==> src/rtl/ram_stream_reader_if.sv <==
// ---------------------------------------------------------------------------
// ram_stream_reader_if
// Output stream of the RAM stream reader.
//   m_data  : beat payload                (reader -> sink)
//   m_valid : beat present on m_data      (reader -> sink)
//   m_last  : final beat of the transfer  (reader -> sink), qualified by m_valid
//   m_ready : sink accepts the beat       (sink -> reader)
// master modport is the reader side, slave modport is the sink side.
// ---------------------------------------------------------------------------
interface ram_stream_reader_if #(
  parameter int DATA_WIDTH = 32
);
  logic [DATA_WIDTH-1:0] m_data;
  logic                  m_valid;
  logic                  m_last;
  logic                  m_ready;

  modport master (
    output m_data,
    output m_valid,
    output m_last,
    input  m_ready
  );

  modport slave (
    input  m_data,
    input  m_valid,
    input  m_last,
    output m_ready
  );
endinterface

==> src/rtl/ram_stream_reader.sv <==
// ---------------------------------------------------------------------------
// ram_stream_reader
// Reads 'length' consecutive words from a synchronous RAM read port starting
// at 'base_addr' (wrapping modulo 2^ADDR_WIDTH) and emits them as a
// valid/ready stream with m_last on the final beat.
//   clk, rst    : clock, asynchronous active-high reset
//   start       : transfer request, sampled only while idle
//   base_addr   : first word address, sampled with start
//   length      : word count 0..2^ADDR_WIDTH, sampled with start
//   busy        : transfer in progress
//   done        : one-cycle completion pulse
//   rd_addr     : registered RAM read address
//   rd_data     : RAM read data, valid one cycle after rd_addr
//   m           : output stream (master side)
// ---------------------------------------------------------------------------
module ram_stream_reader #(
  parameter int ADDR_WIDTH = 10,
  parameter int DATA_WIDTH = 32
) (
  input  logic                  clk,
  input  logic                  rst,
  input  logic                  start,
  input  logic [ADDR_WIDTH-1:0] base_addr,
  input  logic [ADDR_WIDTH:0]   length,
  output logic                  busy,
  output logic                  done,
  output logic [ADDR_WIDTH-1:0] rd_addr,
  input  logic [DATA_WIDTH-1:0] rd_data,
  ram_stream_reader_if.master   m
);

  typedef enum logic [1:0] {
    IDLE  = 2'd0,
    READ  = 2'd1,
    DRAIN = 2'd2
  } state_t;

  state_t state_q, state_d;

  // issue stage: rd_addr holds a live read while iss_vld_p0 is set
  logic                  iss_vld_p0;
  logic [ADDR_WIDTH:0]   issue_left;
  // capture stage: rd_data belongs to the read issued last cycle
  logic                  cap_vld_p1;

  logic [DATA_WIDTH-1:0] fifo_mem [4];
  logic [1:0]            wptr, rptr;
  logic [2:0]            fifo_cnt;
  logic [ADDR_WIDTH:0]   beats_left;

  logic                  load;
  logic                  issue;
  logic                  done_d;
  logic                  push, pop;
  logic [2:0]            pending;

  assign push    = cap_vld_p1;
  assign pop     = m.m_valid & m.m_ready;
  // Buffered words plus reads still travelling through the RAM; pops are
  // ignored here so the credit is conservative and the FIFO can never overflow.
  assign pending = fifo_cnt + {2'b00, iss_vld_p0} + {2'b00, cap_vld_p1};

  assign busy      = (state_q != IDLE);
  assign m.m_valid = (fifo_cnt != 3'd0);
  assign m.m_data  = m.m_valid ? fifo_mem[rptr] : '0;
  assign m.m_last  = m.m_valid & (beats_left == {{ADDR_WIDTH{1'b0}}, 1'b1});

  always_ff @(posedge clk or posedge rst) begin
    if (rst) state_q <= IDLE;
    else     state_q <= state_d;
  end

  always_comb begin
    state_d = state_q;
    load    = 1'b0;
    issue   = 1'b0;
    done_d  = 1'b0;
    case (state_q)
      IDLE: begin
        if (start) begin
          if (length != '0) begin
            state_d = READ;
            load    = 1'b1;
          end else begin
            done_d  = 1'b1;
          end
        end
      end
      READ: begin
        if (issue_left == '0)     state_d = DRAIN;
        else if (pending < 3'd4)  issue   = 1'b1;
      end
      DRAIN: begin
        if (pop && m.m_last) begin
          state_d = IDLE;
          done_d  = 1'b1;
        end
      end
      default: state_d = IDLE;
    endcase
  end

  always_ff @(posedge clk or posedge rst) begin
    if (rst) begin
      rd_addr    <= '0;
      iss_vld_p0 <= 1'b0;
      issue_left <= '0;
      cap_vld_p1 <= 1'b0;
      wptr       <= '0;
      rptr       <= '0;
      fifo_cnt   <= '0;
      beats_left <= '0;
      done       <= 1'b0;
    end else begin
      done <= done_d;

      // issue stage
      iss_vld_p0 <= load | issue;
      if (load) begin
        rd_addr    <= base_addr;
        issue_left <= length - 1'b1;
      end else if (issue) begin
        rd_addr    <= rd_addr + 1'b1;
        issue_left <= issue_left - 1'b1;
      end

      // capture stage
      cap_vld_p1 <= iss_vld_p0;

      // output FIFO
      if (push) wptr <= wptr + 1'b1;
      if (pop)  rptr <= rptr + 1'b1;
      case ({push, pop})
        2'b10:   fifo_cnt <= fifo_cnt + 1'b1;
        2'b01:   fifo_cnt <= fifo_cnt - 1'b1;
        default: fifo_cnt <= fifo_cnt;
      endcase

      if (load)     beats_left <= length;
      else if (pop) beats_left <= beats_left - 1'b1;
    end
  end

  // FIFO storage is data only; occupancy gates every read of it
  always_ff @(posedge clk) begin
    if (push) fifo_mem[wptr] <= rd_data;
  end

endmodule
==> src/flat_wrapper.sv <==
// flat-port wrapper written by rule: the top's interface ports become plain ports
module ram_stream_reader_flat 
#(
  parameter int ADDR_WIDTH = 10,
  parameter int DATA_WIDTH = 32
)
  (clk, rst, start, base_addr, length, busy, done, rd_addr, rd_data, m_m_data, m_m_valid, m_m_last, m_m_ready);
  ram_stream_reader_if #(.DATA_WIDTH(DATA_WIDTH)) m_i ();
  input  logic clk;
  input  logic rst;
  input  logic start;
  input  logic [ADDR_WIDTH-1:0] base_addr;
  input  logic [ADDR_WIDTH:0] length;
  output logic busy;
  output logic done;
  output logic [ADDR_WIDTH-1:0] rd_addr;
  input  logic [DATA_WIDTH-1:0] rd_data;
  output wire logic [$bits(m_i.m_data)-1:0] m_m_data;
  output wire logic [$bits(m_i.m_valid)-1:0] m_m_valid;
  output wire logic [$bits(m_i.m_last)-1:0] m_m_last;
  input wire logic [$bits(m_i.m_ready)-1:0] m_m_ready;
  assign m_m_data = m_i.m_data;
  assign m_m_valid = m_i.m_valid;
  assign m_m_last = m_i.m_last;
  assign m_i.m_ready = m_m_ready;
  ram_stream_reader #(.ADDR_WIDTH(ADDR_WIDTH), .DATA_WIDTH(DATA_WIDTH)) u_core (.clk(clk), .rst(rst), .start(start), .base_addr(base_addr), .length(length), .busy(busy), .done(done), .rd_addr(rd_addr), .rd_data(rd_data), .m(m_i));
endmodule
==> config.mk <==
export PLATFORM = sky130hd
export DESIGN_NAME = ram_stream_reader_flat
export DESIGN_NICKNAME = d
export VERILOG_FILES = /design/src/rtl/ram_stream_reader_if.sv /design/src/rtl/ram_stream_reader.sv /design/src/flat_wrapper.sv
export SDC_FILE = /design/constraint.sdc
export NUM_CORES = 1
export LEC_CHECK = 0
export CORE_MARGIN = 2
export CORE_UTILIZATION = 50
export DETAILED_ROUTE_END_ITERATION = 12
export PLACE_DENSITY = 0.84
export SYNTH_ARGS = -nofsm -noshare
export SYNTH_HDL_FRONTEND = slang
export SYNTH_SLANG_ARGS = --single-unit
export TNS_END_PERCENT = 20
==> constraint.sdc <==
create_clock -name clk -period 3.59 [get_ports clk]
set_input_delay 0.8975 -clock clk [delete_from_list [all_inputs] [get_ports clk]]
set_output_delay 0.8975 -clock clk [all_outputs]
set_load 0.03 [all_outputs]
==> results.yml <==
drt:
  wl_um: 16700
  wl_per_cell_um: 20.0
  num_vias: 4792
  drt_iter0_drc: 356
  ant_nets: 0
  route.detailed.drc: 0
  via_per_inst: 5.75
  drt_pass1_iterations: 5
setup_path:
  setup.reg_to_reg.worst_slack_ps: 780
  critical_path_buf_inv_count: 2
  crit_path_start: "u_core.fifo_cnt[2]"
  worst-endpoint-arrival_ps: 2560
  rr_worst_depth: 9
  critical_path.reg2reg.startpoint: "u_core.state_q[1]"
  crit_path_cell_chain: "or3_1 -> buf_4 -> and2_1 -> clkdlybuf4s50_1"
  critical_path.max_stage_delay_ps: 650
  critPathCaptureType: "output pin"
  path_depth: 4
  cp.required_ps: 2690
  path_delay_family: "buffers and inverters"
  capturing_point_of_the_worst_reg2reg_path: "u_core.issue_left[10]"
  critical_path_class: "flop to output pin"
  critical_path.endpoint: "m_m_data[11]"
  critical_path.slowest_cell: "or3_1"
  worst-path-max-fanout: 19
  timing.critical_path.from_type: "flop"
yosys:
  postSynthAreaPerCell_um2: 15.0
  synthesis.area_um2: 7550
  number_of_nets_in_the_synthesized_netlist: 572
  area_contributors_post_synth: "edfxtp_1 (51%), dfrtp_1 (15%), mux4_2 (9.5%), xor2_1 (3.2%), and2_1 (3.1%)"
  synth-async-reset-ratio_pct: 25.6
  ys.flop_type: "edfxtp_1"
  ys_seq_area_share_pct: 65.5
  synth_top_cell_by_area: "edfxtp_1"
  synthCells: 504
  synth-seq-cells: 172
  synth_edf_count: 128
  synth_top_area_share_pct: 50.9
  synth.lib_cells_used.distinct: 50
  synth.yosys.warnings: 0
placement:
  dpl.hpwl_um: 11000
  preCtsSetupSlack_ps: -401
  dp.cells: 801
  gpl.final_weighted_congestion: 0.902
  dpl_cell_area_um2: 9050
  port_buffers: 102
global_route:
  first_global_vias: 5128
  grt_antenna_before_repair: 0
  grt_overflow: 0
  global_route_wire_length_before_repair_um: 26500
  maximum_number_of_pins_on_one_net_before_global_route_repair: 45
  grt.total_usage_pct: 21.7
clocking:
  clk_latency_ps: 420
  root_buffer_cell: "clkbuf_16"
  cts-buffers-inserted: 17
  tritoncts: "yes"
  max-clock-path-buffers: 2
  post_cts_hold_buffer_count: 0
  numClockSinks: 172
  clock_pin_slew_worst_setup_and_hold_paths_ps: 60
  htree_levels: 4
floorplanning:
  initial_core_util_pct: 51.6
  die_h_um: 127
  io_pins: 103
  core-area_um2: 14600
  site_rows: 44
  die_width_um: 127
  floorplan.die_area_um2: 16100
pwr:
  power.density_nw_per_um2: 899
  seqPwrFrac_pct: 36.6
  power_mw: 8.68
  power_frac_clock_pct: 20.5
  p_switching_mw: 3.19
  power.static_leakage_nw: 3.41
  switching_share_pct: 36.8
  peakVddDrop_mv: 0.555
  internal_power_mw: 5.49
  p_comb_share_pct: 42.9
timing:
  maxSlewHeadroom_pct: 39.3
  min_period_ps: 3460
  final_hold_viol_count: 0
  final_min_period_over_clock_period_pct: 96.4
  drv_slew: 0
  fin_worst_hold_slack_ps: 422
  max_freq_ghz: 0.289
  skew_ps: 4.95
  worstMarginPinSlew_ps: 904
  fin_ws_ps: 129
  timing.final.setup_violations: 0
flow_run:
  max_cap_viol_count: 0
layout:
  syn2layout_area_growth_pct: 27.9
  antennaDiodeCount: 0
  post_layout_nonfiller_instances: 834
  design_area_um2: 9660
  fraction_of_layout_instances_using_a_drive_strength_above_1_pct: 18.5
  finalNetCount: 705
run_status:
  status: "finished clean"
worst_hold_path:
  hold_path_class: "flop to flop"
[registers in the layout, indices dropped and copies added, names as in the netlist]
name               flops
u_core.rd_addr        10
u_core.cap_vld_p1      1
u_core.fifo_cnt        3
u_core.state_q         2
u_core.fifo_mem      128
u_core.rptr            2
u_core.wptr            2
u_core.issue_left     11
u_core.beats_left     11
u_core.done            1
u_core.iss_vld_p0      1
[cells in the mapped netlist, types with 3 or more instances]
library cell and number:
and3_1 4, buf_1 3, dfrtp_1 44, and2_1 37, a21oi_1 12, mux2i_1 10
o21ai_0 18, nor4_1 7, nand4_1 4, a31oi_1 3, nand2_1 41, clkbuf_1 18
edfxtp_1 128, xor2_1 28, xnor2_1 11, ha_1 10, nand3_1 10, nor3_1 11
nor2_1 21, or3_1 3, inv_1 9, mux4_2 32
[through the flow]
step | util [%] | TNS, ps
global route | 66.0 | -1.35
CTS | 65.7 | 0
floorplan | - | -8.03
global placement | 61.8 | -847
detailed placement | 61.8 | -1230
finish | 66.0 | 0
[cells in the final DEF, fill, tap and decap left out, drive strengths merged, types with 11 or more instances in the layout]
cell type / count
edfxtp: 128
clkdlybuf4s50: 102
dfrtp: 44
nand2: 41
and2: 37
buf: 34
mux4: 32
xor2: 28
nor2: 21
o21ai: 19
clkbuf: 17
a21oi: 12
xnor2: 11
nor3: 11
[worst min path at each step]
stage | startpoint | end | slack, ps | depth (start not counted)
floorplan | u_core.iss_vld_p0 | u_core.cap_vld_p1 | 350 | 0
global placement | u_core.iss_vld_p0 | u_core.cap_vld_p1 | 380 | 0
detailed placement | u_core.iss_vld_p0 | u_core.cap_vld_p1 | 390 | 0
CTS | u_core.iss_vld_p0 | u_core.cap_vld_p1 | 420 | 0
global route | u_core.iss_vld_p0 | u_core.cap_vld_p1 | 420 | 0
finish | u_core.iss_vld_p0 | u_core.cap_vld_p1 | 420 | 0
[what timing repair did]
item	CTS	global route
gates resized for setup	1	4
setup endpoints to repair	1	3
pin swaps	0	2
setup buffers	0	1
[worst register-to-register path, cell delays in order, from the launching register on]
cell	delay, ps
dfrtp_1	460
nor3b_2	320
o31ai_4	150
a21boi_2	200
ha_2	210
nor3b_4	240
mux2i_4	140
or4b_1	530
a211o_1	310
o311a_1	130
[area by class of cell]
class / count / area, µm²
Tap cell: 184 / 230
Clock buffer: 17 / 425
Inverter: 9 / 33.8
Fill cell: 1002 / 4980
Timing Repair Buffer: 136 / 1290
Sequential cell: 172 / 4950
Clock inverter: 15 / 148
Multi-Input combinational cell: 301 / 2590
[power by group through the flow]
stage	combinational [mW]	sequential [mW]	clock (mW)
after floorplan	2.33	3.18	0
final	3.73	3.18	1.78
after global routing	4.00	3.23	1.88
after global placement	3.63	3.13	0
after CTS	3.76	3.17	1.80
after detailed placement	3.73	3.19	0
[logic make-up after synthesis]
group                    Yosys count  synth area share [%]
AO/OA/AOI/OAI                     50                  4.22
XOR/XNOR                          39                  4.52
adder cells (fa/ha/maj)           11                  1.92
buffers and inverters             31                  1.56
flip-flops                       172                  65.5
multiplexers                      44                  11.2
AND/OR/NAND/NOR                  157                  11.1
[metal layers]
layer,part of all wire [%],track usage [%],vias to the layer above,routed length (µm)
met5,0,0,-,0
met4,1.7,8.14,0,280
met3,5.0,5.10,28,829
met2,54,38.2,158,8940
met1,40,26.1,2450,6660
li1,-,-,2156,-
(Power assumes the default switching activity.)
